**src/rtl/hazard_pkg.sv**
```systemverilog
// Shared types, defaults and decode opcodes for the hazard scoreboard.
// Optional ALU forwarding in the top is enabled with `HAZARD_FWD_EN.
package hazard_pkg;

  localparam int NUM_REGS_DEF = 32;
  localparam int LAT_LOAD_DEF = 2;
  localparam int RW_DEF       = $clog2(NUM_REGS_DEF);
  localparam int CW_DEF       = $clog2(LAT_LOAD_DEF + 1);

  typedef logic [RW_DEF-1:0] reg_idx_t;
  typedef logic [CW_DEF-1:0] lat_t;

  typedef enum logic [5:0] {
    RI   = 6'h00,
    JUMP = 6'h02,
    BEQ  = 6'h04,
    ADDI = 6'h08,
    MUL  = 6'h1c,
    LW   = 6'h23,
    SW   = 6'h2b
  } opcode_e;

  // Counter width able to hold the longest write-back latency.
  function automatic int cnt_width(input int lat_load);
    return $clog2(lat_load + 1);
  endfunction

endpackage

```
**src/rtl/hazard_busy_counter.sv**
```systemverilog
// Per-register in-flight write timer: a new load beats the decrement,
// and the count saturates at zero.
module hazard_busy_counter #(
  parameter int CW = 2
) (
  input  logic          clk,
  input  logic          rst,
  input  logic          load,
  input  logic [CW-1:0] load_val,
  input  logic          load_is_ld,
  output logic [CW-1:0] cnt,
  output logic          ld
);

  logic [CW-1:0] cnt_q, cnt_d;
  logic          ld_q, ld_d;

  always_comb begin
    cnt_d = cnt_q;
    ld_d  = ld_q;
    if (load) begin
      cnt_d = load_val;
      ld_d  = load_is_ld;
    end else if (cnt_q != '0) begin
      cnt_d = cnt_q - CW'(1);
    end
  end

  always_ff @(posedge clk) begin
    if (rst) begin
      cnt_q <= '0;
      ld_q  <= 1'b0;
    end else begin
      cnt_q <= cnt_d;
      ld_q  <= ld_d;
    end
  end

  assign cnt = cnt_q;
  assign ld  = ld_q;

endmodule

```
**src/rtl/hazard_scoreboard.sv**
```systemverilog
// Register scoreboard gating decode->execute issue on RAW and WAW hazards.
// Define HAZARD_FWD_EN to let sources one cycle from an ALU write-back bypass.
module hazard_scoreboard
  import hazard_pkg::*;
#(
  parameter int NUM_REGS = 32,
  parameter int NUM_SRC  = 2,
  parameter int LAT_ALU  = 1,
  parameter int LAT_LOAD = 2
) (
  input  logic                                 clk,
  input  logic                                 rst,
  input  logic                                 issue_valid,
  input  logic [NUM_SRC*$clog2(NUM_REGS)-1:0]  issue_src,
  input  logic [NUM_SRC-1:0]                   issue_src_use,
  input  logic [$clog2(NUM_REGS)-1:0]          issue_rd,
  input  logic                                 issue_rd_we,
  input  logic                                 issue_is_load,
  input  logic                                 flush,
  output logic                                 stall,
  output logic                                 issue_fire,
  output logic [NUM_SRC-1:0]                   fwd_hit,
  output logic [NUM_REGS-1:0]                  busy_vec
);

  localparam int RW = $clog2(NUM_REGS);
  localparam int CW = cnt_width(LAT_LOAD);

`ifdef HAZARD_FWD_EN
  localparam bit FWD_EN = 1'b1;
`else
  localparam bit FWD_EN = 1'b0;
`endif

  if (!(LAT_LOAD >= LAT_ALU && LAT_ALU >= 1)) begin : g_bad_lat
    $error("hazard_scoreboard: need LAT_LOAD >= LAT_ALU >= 1");
  end

  logic [CW-1:0] cnt_arr [NUM_REGS];
  logic          ld_arr  [NUM_REGS];
  logic [CW-1:0] new_lat;
  logic          wr_en;
  logic          raw_any;
  logic          waw;

  assign new_lat = issue_is_load ? CW'(LAT_LOAD) : CW'(LAT_ALU);
  assign wr_en   = issue_fire & issue_rd_we & (issue_rd != '0);

  // Register 0 is hardwired zero and never tracked.
  assign cnt_arr[0] = '0;
  assign ld_arr[0]  = 1'b0;

  genvar gi;
  generate
    for (gi = 1; gi < NUM_REGS; gi++) begin : g_reg
      hazard_busy_counter #(.CW(CW)) u_cnt (
        .clk        (clk),
        .rst        (rst),
        .load       (wr_en && (issue_rd == RW'(gi))),
        .load_val   (new_lat),
        .load_is_ld (issue_is_load),
        .cnt        (cnt_arr[gi]),
        .ld         (ld_arr[gi])
      );
    end
    for (gi = 0; gi < NUM_REGS; gi++) begin : g_busy
      assign busy_vec[gi] = (cnt_arr[gi] != '0);
    end
  endgenerate

  always_comb begin
    raw_any = 1'b0;
    fwd_hit = '0;
    for (int i = 0; i < NUM_SRC; i++) begin
      logic [RW-1:0] src;
      logic          fwd_ok;
      src    = issue_src[i*RW +: RW];
      fwd_ok = FWD_EN && (cnt_arr[src] == CW'(1)) && !ld_arr[src];
      if (issue_src_use[i] && (src != '0) && (cnt_arr[src] != '0)) begin
        if (fwd_ok) fwd_hit[i] = 1'b1;
        else        raw_any    = 1'b1;
      end
    end
  end

  // A younger write must not land before an older, slower one to the same register.
  assign waw        = issue_rd_we && (issue_rd != '0) && (cnt_arr[issue_rd] > new_lat);
  assign stall      = issue_valid & (raw_any | waw);
  assign issue_fire = issue_valid & ~stall & ~flush;

endmodule
```
**config.mk**
```make
export PLATFORM = sky130hd
export DESIGN_NAME = hazard_scoreboard
export DESIGN_NICKNAME = d
export VERILOG_FILES = /design/src/rtl/hazard_pkg.sv /design/src/rtl/hazard_busy_counter.sv /design/src/rtl/hazard_scoreboard.sv
export SDC_FILE = /design/constraint.sdc
export NUM_CORES = 1
export LEC_CHECK = 0
export BUFFER_PORTS_ARGS = -buffer_cell sky130_fd_sc_hd__buf_4
export CORE_MARGIN = 2
export CORE_UTILIZATION = 35
export CTS_BUF_LIST = sky130_fd_sc_hd__clkbuf_8 sky130_fd_sc_hd__clkbuf_16
export DETAILED_ROUTE_END_ITERATION = 16
export GPL_ROUTABILITY_DRIVEN = 0
export SLEW_MARGIN = 20
export SYNTH_ARGS = -nofsm -noshare
export SYNTH_HDL_FRONTEND = slang
export SYNTH_SLANG_ARGS = --single-unit
```
**constraint.sdc**
```tcl
create_clock -name clk -period 12.55 [get_ports clk]
set_input_delay 2.51 -clock clk [delete_from_list [all_inputs] [get_ports clk]]
set_output_delay 2.51 -clock clk [all_outputs]
set_load 0.05 [all_outputs]
```
# Word-level counts from Yosys, hierarchy flattened

Cells that the tools add are included.

Register bits after elaboration: 62
Bits of input ports: 23
Output and inout bits: 36
Logic and storage cells: 286

Add/subtract/negate cells: 31
Order comparisons: 4
Equality and inequality tests: 31
Multiplexer cells: 74
Bitwise logic cells: 11
Reduce and logical (&&, ||, !) cells: 104

Operators with widths:

| cell                                                      | number |
|---|---|
| two-way mux 2 bit                                         | 69 |
| nonzero test 2 bit                                        | 64 |
| equality test 5 bit (second input constant)               | 16 |
| subtractor 2 x 1 -> 2 bit (second input constant)         | 31 |
| equality test 5 x 4 -> 1 bit (second input constant)      | 8 |
| logical AND 1 bit                                         | 37 |
| binary-select mux 2 bit (select 5 bit)                    | 3 |
| equality test 5 x 3 -> 1 bit (second input constant)      | 4 |
| greater-or-equal comparator 6 bit (second input constant) | 3 |
| inverter 5 -> 6 bit                                       | 3 |
| nonzero test 5 bit                                        | 3 |
| equality test 5 x 2 -> 1 bit (second input constant)      | 2 |
| bitwise AND 1 bit                                         | 5 |
| equality test 5 x 1 -> 1 bit (second input constant)      | 1 |
| greater-than comparator 2 bit                             | 1 |
| two-way mux 1 bit                                         | 2 |
| inverter 1 bit                                            | 2 |
| OR 1 bit                                                  | 1 |

# Logic depth before layout (Yosys ltp)

Gate-level depths: netlist of run 1.

Depth in word-level cells: 17
Depth in mapped cells: 15
Depth with buffers taken out: 12

# Cells and area by module

A second synthesis of run 1 with hierarchy kept.

Cell total of the unflattened synthesis: 694
Area total of the unflattened synthesis: 6672.6 µm²

By module, submodules not included:

| module              | times used | cells each | area each (µm²) | seq. area each (µm²) |
|---|---|---|---|---|
| hazard_busy_counter | 31         | 15         | 155.1           | 60.1 |
| hazard_scoreboard   | 1          | 229        | 1863.0          | 0.0 |

# Worst setup path before layout of run 1

OpenSTA, ideal clock, no wires.

Path kind: input-to-output
From: input issue_rd[0]
To: output issue_fire
Data arrival time: 6.217 ns
Data required time: 10.040 ns
Setup slack: 3.823 ns
Stages: 11
Path buffers: 2
Path through: clkbuf_1 buf_2 mux4_2 mux4_2 mux2_2 ha_1 nor2b_1 o211ai_1 a21o_1 nand3_1 nor3b_1

Longest elaborated chain between the ends: 11
Elaborated cells on any way between the ends: 13
Classes of those cells: order compare (1); mux (3); bitwise (6); reduce/logical (3)

Ends and longest elaborated chain:

| what                                                 | RTL line                | RTL |
|---|---|---|
| start, declared                                      | hazard_scoreboard.sv:16 | `input logic [$clog2(NUM_REGS)-1:0] issue_rd,` |
| inverter 5 -> 6 bit (implied by the code)            | hazard_scoreboard.sv:87 | `assign waw = issue_rd_we && (issue_rd != '0) && (cnt_arr[issue_rd] > new_lat);` |
| binary-select mux 2 bit (select 5 bit)               | hazard_scoreboard.sv:87 |  |
| two-way mux 2 bit (implied by the code) (2 in a row) | hazard_scoreboard.sv:87 |  |
| greater-than comparator 2 bit                        | hazard_scoreboard.sv:87 |  |
| logical AND 1 bit (*)                                | hazard_scoreboard.sv:87 |  |
| OR 1 bit (*)                                         | hazard_scoreboard.sv:88 | `assign stall = issue_valid & (raw_any \| waw);` |
| bitwise AND 1 bit (*)                                | hazard_scoreboard.sv:88 |  |
| inverter 1 bit (*)                                   | hazard_scoreboard.sv:89 | `assign issue_fire = issue_valid & ~stall & ~flush;` |
| bitwise AND 1 bit (*) (2 in a row)                   | hazard_scoreboard.sv:89 |  |
| end, declared                                        | hazard_scoreboard.sv:21 | `output logic issue_fire,` |

Every way passes the cells marked *; elsewhere a longest branch is shown, timed or not. The select of a mux whose other input is x is not followed.

# Worst setup path in the final report of run 1

Ends and elaborated chain as after synthesis.

==> results of run 1 <==
==> worst min-delay path, cell delays in order, from the launching register on <==
cell and delay [ns]:
dfxtp_1 0.35, a21oi_1 0.08, nor2_1 0.07, mux2_1 0.12
==> layout make-up <==
class,count,area share (%)
Timing Repair Buffer,59,6.74
Sequential cell,62,18.9
Tap cell,220,4.19
Clock inverter,6,0.362
Multi-Input combinational cell,468,60.5
Inverter,99,5.66
Clock buffer,10,3.64
==> layer usage <==
| layer | GRT usage (%) | vias up |
|---|---|---|
| met3 | 4.56 | 20 |
| met2 | 27.5 | 170 |
| li1 | - | 2346 |
| met5 | 0 | - |
| met1 | 25.6 | 2205 |
| met4 | 5.73 | 0 |
==> synth_stat cells, drive strengths merged (5+ instances only) <==
cell type	n	area, sq um
a21oi	34	170
a311oi	5	43.8
and3	12	75.1
buf	21	164
clkbuf	22	82.6
dfxtp	62	1240
ha	33	413
inv	99	372
mux2	63	860
mux4	24	541
nand2	8	30.0
nand3	33	278
nor2	126	475
nor2b	8	50.1
nor3	10	50.1
nor3b	5	37.5
o21ai	11	62.6
or4	20	225
xor2	31	272
==> power by group through the flow <==
stage	sequential [mW]	clock, mW	combinational (mW)
final	0.353	0.222	0.840
after global routing	0.362	0.239	0.935
after CTS	0.351	0.228	0.846
after detailed placement	0.354	0	0.840
after global placement	0.355	0	0.830
after floorplan	0.318	0	0.679
==> cell families after synthesis <==
| logic type | Yosys count | share of synthesized area, % |
|---|---|---|
| AOI/OAI and AO/OA | 74 | 8.68 |
| xor gates and xnor gates | 31 | 4.68 |
| adders and majority gates | 33 | 7.11 |
| buffers and inverters | 142 | 10.6 |
| DFF | 62 | 21.4 |
| muxes | 88 | 24.3 |
| other | 1 | 0.0646 |
| and+or+nand+nor | 239 | 23.2 |
==> per-stage QoR <==
| step | cell area [sq um] | total power, mW |
|---|---|---|
| 3_3_place_gp | 6310 | 1.18 |
| 3_5_place_dp | 6310 | 1.19 |
| 5_1_grt | 6570 | 1.54 |
| 2_1_floorplan | 5810 | 0.996 |
| 4_1_cts | 6570 | 1.42 |
| 6_report | 6570 | 1.42 |
==> final timing paths <==
path | endpoint | slack [ns] | start | cells past startpoint
setup / recovery | issue_fire | 4.49 | issue_rd[0] | 11
hold / removal | g_reg[2].u_cnt.cnt[1] | 0.65 | g_reg[2].u_cnt.cnt[1] | 3
setup reg to reg | g_reg[3].u_cnt.cnt[0] | 8.27 | g_reg[28].u_cnt.cnt[1] | 10
hold reg to reg | g_reg[2].u_cnt.cnt[1] | 0.65 | g_reg[2].u_cnt.cnt[1] | 3
==> impl_results.md, run 1 <==
- Dpl ws: 4.48 ns
- Finished Core Util: 40.0%
- Metal1 wirelength: 7300 um
- Dpl hpwl: 11800 um
- Multi-input logic area: 0.00398 sq mm
- Final setup TNS: 0 ns
- Post-cts hold buffer count: 0
- Fin. max-slew vios: 0
- Outcome: completed
- Commonest non-fill, non-tap cell in the layout: nor2_1
- Mapped Area: 0.00581 sq mm
- Leak: 3.00 nW
- Crit. End Element: output port
- Starting Density: 35.4%
- DRT Wirelength: 15300 um
- Switching share of power: 46.9%
- Reg area: 0.00124 sq mm
- Worst-skew pair later-pin latency: 0.34 ns
- Gate power share: 59.4%
- Global route overflow: 0
- VDD IR max: 0.0000866 V
- Tmin final: 8.06 ns
- Critical Path Start Type: primary input
- Reg clk slew, reported paths: 0.05 ns
- Worst min-delay path class: reg2reg
- Vias in the first global route: 4516
- Worst slew margin: 29.0%
- Largest register FFs: 62
- CTS H-tree lvls: 3
- Largest net degree at the start of global routing: 65
- CTS tree: built
- Top sig layer: met4
- Post-route clock skew: 0.00405 ns
- Final critical-path setup slack: 4.49 ns
- Worst-path maximum fanout: 25
- NetSw: 0.663 mW
- Part of the cycle the worst path needs: 64.2%
- Area added between synthesis and finish: 13.1%
- Highest-count cells in the layout ignoring fill and taps: 122 x nor2_1, 104 x inv_1, 62 x dfxtp_1
- Setup bufs post-CTS: 0
- YS warnings: 0
- Placed Instances: 908
- Top_reg_cell synth: dfxtp_1
- Setup Viol. Count Final: 0
- Mean Syn Cell Area: 8.67 sq um
- Longest Clk Path Bufs: 2
- Met2 Wirelength: 6760 um
- Pre-antenna DRT Iters: 4
- Via count: 4741
- IO Pins: 59
- Port bufs: 55
- Initial DRC count: 386
- Vias per Instance: 5.13
- First-pass GRT wire length: 25000 um
- Synth cell types: 55
- Tot GR Track Use: 18.2%
- Chip height: 133 um
- Max cap viols: 0
- # resized after CTS: 0
- Cell Chain, Critical Path: buf_4 > mux4_2 > mux4_2 > mux2_2 > ha_1 > nor2b_1 > o211ai_1 > a21o_1 > nand3_1 > nor3b_1 > buf_4
- Core area: 0.0164 sq mm
- # DRC: 0
- DR WL met3: 963 um
- Die W: 133 um
- Fin. Hold Viols: 0
- Total CTS buffers: 9
- Die footprint: 0.0176 sq mm
- Slowest stage cell on the critical path: mux4_2
- Synthesis-stage register bit count: 62
- Final Non-Filler Cells: 924
- Crit-path leading delay family: multiplexers
- Slowest cell delay on critical path: 0.55 ns
- Layout cells sized above 1: 25.1%
- CP Data Arrival Time: 5.55 ns
- TritonCTS Sinks: 62
- Clock root buffer: clkbuf_16
- Site row count: 47
- Fmax: 124 MHz
- Clock share of power: 15.7%
- N_diodes: 0
- Hold WS: 0.652 ns
- Critical path type: in2out
- Final nets: 755
- CP bufs+invs: 2
- Post-synth EDFFs: 0
- Filler cells: 1689
- RSZ-0062 raised after global routing: no
- Antenna Nets Post-Route: 0
- Slew @ Worst Pin: 1.06 ns
- Power density cells: 215 mW/mm^2
- Worst EP required: 10.04 ns
- Mapped Cells: 670
- Sequential element share of the synthesized area: 21.4%
- Async set-reset flop share out of synthesis: 0%
- Power Internal: 0.752 mW
- Post-DR wirelength/cell: 16.6 um
- Initial antenna violation count: 0
- Reg power frac: 25.0%
(Power assumes the default switching activity.)
==> run 2: changes to the inputs <==
--- a/config.mk
+++ b/config.mk
@@ -5,6 +5,7 @@
 export SDC_FILE = /design/constraint.sdc
 export NUM_CORES = 1
 export LEC_CHECK = 0
+export ABC_AREA = 1
 export BUFFER_PORTS_ARGS = -buffer_cell sky130_fd_sc_hd__buf_4
 export CORE_MARGIN = 2
 export CORE_UTILIZATION = 35
==> constraint.sdc (replaced) <==
create_clock -name clk -period 7.4 [get_ports clk]
set_input_delay 1.48 -clock clk [delete_from_list [all_inputs] [get_ports clk]]
set_output_delay 1.48 -clock clk [all_outputs]
set_load 0.05 [all_outputs]
==> run 2 against run 1 <==
  * Synthesized cell count rose by 28%
  * Synthesized area decreased by 9.0%
  * Die area down 8.7%
  * Cell count rose by 17%
  * Register-to-register slack got worse by 3.9 ns
  * Via count grew 19%
  * Critical endpoint unchanged
==> impl_results.md, run 2 <==
- Outcome: completed (unchanged)
- Reg2Reg Launch Point: g_reg[31].u_cnt.cnt[1] (was g_reg[28].u_cnt.cnt[1])
- Critical Path Start Type: primary input (unchanged)
- Filler cells: 1593 (was 1689)
- Tot GR Track Use: 21.6% (was 18.2%)
- # DRC: 0 (unchanged)
- Sequential element share of the synthesized area: 23.5% (was 21.4%)
- Share of the synthesized area in the top cell type: 23.5% (was 21.4%)
- Tmin final: 5.45 ns
- Fin. Hold Viols: 0 (unchanged)
- Fmax: 183 MHz
- Reg area: 0.00124 sq mm (unchanged)
- Leak: 2.95 nW (was 3.00 nW)
- # resized after CTS: 0 (unchanged)
- Global route overflow: 0 (unchanged)
- Top-count cell post-synth: nand2_1 (was nor2_1)
- Largest cells by area after synthesis: dfxtp_1 23%, nand2_1 13%, inv_1 10% (was dfxtp_1 21%, mux2_4 10%, mux4_2 9.3%)
- Synthesis-stage register bit count: 62 (unchanged)
- Port bufs: 55 (unchanged)
- Site row count: 44 (was 47)
- Critical path type: in2out (unchanged)
- Antenna Nets Post-Route: 0 (unchanged)
- Final nets: 947 (was 755)
- Die W: 127 um (was 133 um)
- Core area: 0.0146 sq mm (was 0.0164 sq mm)
- Largest register FFs: 62 (unchanged)
- Dpl ws: 1.97 ns (was 4.48 ns)
- VDD IR max: 0.000226 V (was 0.0000866 V)
- Power density cells: 447 mW/mm^2 (was 215 mW/mm^2)
- Die footprint: 0.0161 sq mm (was 0.0176 sq mm)
- N_diodes: 0 (unchanged)
- Synth cell types: 30 (was 55)
- CTS tree: built (unchanged)
- Vias in the first global route: 5080 (was 4516)
- Commonest non-fill, non-tap cell in the layout: nand2_1 (was nor2_1)
- Fin. max-slew vios: 0 (unchanged)
- First-pass GRT wire length: 27200 um (was 25000 um)
- Longest Clk Path Bufs: 2 (unchanged)
- Post-synth EDFFs: 0 (unchanged)
- Post-cts hold buffer count: 0 (unchanged)
- Layout cells sized above 1: 11.7% (was 25.1%)
- Post-route clock skew: 0.00405 ns (about the same)
- Initial antenna violation count: 0 (unchanged)
- Final setup TNS: 0 ns (unchanged)
- DRT Wirelength: 17100 um (was 15300 um)
- Critical path startpoint: issue_rd[1] (was issue_rd[0])
- Starting Density: 36.1% (was 35.4%)
- Setup Viol. Count Final: 0 (unchanged)
- Final critical-path setup slack: 1.95 ns (was 4.49 ns)
- Highest-count cells in the layout ignoring fill and taps: 183 x nand2_1, 146 x inv_1, 81 x nor2_1 (was 122 x nor2_1, 104 x inv_1, 62 x dfxtp_1)
- RSZ-0062 raised after global routing: no (unchanged)
- CP Data Arrival Time: 3.97 ns (was 5.55 ns)
- Part of the cycle the worst path needs: 73.7%
- Top_reg_cell synth: dfxtp_1 (unchanged)
- Worst-path maximum fanout: 24 (was 25)
- Worst min-delay path class: reg2reg (unchanged)
- Clock root buffer: clkbuf_16 (unchanged)
- CTS H-tree lvls: 3 (unchanged)
- YS warnings: 0 (unchanged)
- Via count: 5627 (was 4741)
- Total CTS buffers: 9 (unchanged)
- Yosys top cell by area: dfxtp_1 (unchanged)
- Async set-reset flop share out of synthesis: 0% (unchanged)
- Multi-input logic area: 0.00329 sq mm (was 0.00398 sq mm)
- Hold Crit Start: g_reg[26].u_cnt.cnt[0] (was g_reg[2].u_cnt.cnt[1])
- Mapped Cells: 856 (was 670)
- Post-DR wirelength/cell: 15.8 um (was 16.6 um)
- TritonCTS Sinks: 62 (unchanged)
- Worst EP required: 5.92 ns (was 10.04 ns)
- Worst slew margin: 43.4% (was 29.0%)
- Finished Core Util: 41.5% (was 40.0%)
- Worst-skew pair later-pin latency: 0.35 ns (was 0.34 ns)
- Setup bufs post-CTS: 0 (unchanged)
- IO Pins: 59 (unchanged)
- Post-synth top cells: 183 x nand2_1, 145 x inv_1, 81 x nor2_1 (was 125 x nor2_1, 99 x inv_1, 62 x dfxtp_1)
- Slew @ Worst Pin: 0.848 ns (was 1.06 ns)
- Mapped Area: 0.00529 sq mm (was 0.00581 sq mm)
- Initial DRC count: 623 (was 386)
- Area added between synthesis and finish: 15.0% (was 13.1%)
- Largest net degree at the start of global routing: 63 (was 65)
- Vias per Instance: 5.21 (was 5.13)
- Max cap viols: 0 (unchanged)
- Mean Syn Cell Area: 6.17 sq um (was 8.67 sq um)
- Chip height: 127 um (was 133 um)
- Crit. End Element: output port (unchanged)
- Dpl hpwl: 12800 um (was 11800 um)
- Reg clk slew, reported paths: 0.05 ns (about the same)
- Pre-antenna DRT Iters: 5 (was 4)
[run 2: cell count changes after synthesis, moves of 21 or more]
cell / change
o22ai_1: +31
nand3_2: +21
nand2_1: +175
nor2_1: -44
mux4_2: -24
xnor2_1: +29
mux2_1: -22
xor2_1: -29
inv_1: +46
nand3_1: +21
mux2_4: -40
nand4_1: +33
o21ai_0: +50
[run 2: metrics by stage]
step | instances | power, mW | area [sq um] | hold slack, ns
after CTS | 1080 | 2.72 | 6080 | 0.574
after global placement | 1064 | 2.27 | 5780 | 0.561
final | 1080 | 2.72 | 6080 | 0.569
after global routing | 1080 | 2.96 | 6080 | 0.604
after floorplan | 858 | 1.85 | 5290 | 0.538
after detailed placement | 1064 | 2.27 | 5780 | 0.562
[run 2: layer usage]
| layer | routed length (um) | vias up | track usage [%] |
|---|---|---|---|
| met3 | 1480 | 61 | 4.51 |
| met5 | 0 | - | 0 |
| met2 | 7270 | 276 | 32.3 |
| li1 | - | 2847 | - |
| met4 | 750 | 0 | 10.6 |
| met1 | 7600 | 2443 | 29.5 |
[run 2: power by group]
group	switching, mW	internal (mW)
registers	0.104	0.471
logic	1.11	0.598
clock network	0.158	0.276
[run 2: cell type report]
class                      instances  share of cell area [%]
clock inverter                     5                   0.803
multi-input combinational        607                    54.2
timing repair buffer              59                    7.29
clock buffer                      11                    4.16
inverter                         152                    9.38
sequential                        62                    20.4
tap                              184                    3.79
[run 2: final timing paths]
path / depth (start not counted) / slack (ns) / to
max: 14 / 1.95 / issue_fire
min: 3 / 0.57 / g_reg[26].u_cnt.cnt[0]
max reg2reg: 17 / 4.36 / g_reg[16].u_cnt.cnt[1]
min reg2reg: 3 / 0.57 / g_reg[26].u_cnt.cnt[0]
[run 2: cell families (layout without fill, tap and decap cells)]
kind of cell / Yosys count / count (layout) / share of synthesized area, %
AO/OA/AOI/OAI: 144 / 144 / 14.8
adder cells (fa/ha/maj): 33 / 33 / 7.81
flip-flops: 62 / 62 / 23.5
XOR/XNOR: 31 / 31 / 5.14
buffers and inverters: 189 / 227 / 14.3
other: 1 / 3 / 0.0710
AND/OR/NAND/NOR: 396 / 396 / 34.4
[run 2: worst max-delay path: stages]
cell and delay (ns):
buf_4 0.13, nand2_1 0.62, o22ai_1 0.16, o21ai_0 0.24, o2111ai_1 0.14, nand2_1 0.08
nand2_1 0.07, ha_1 0.29, inv_1 0.06, nor2_1 0.04, o21ai_1 0.15, nand3_2 0.18
nor2_8 0.12, buf_4 0.20
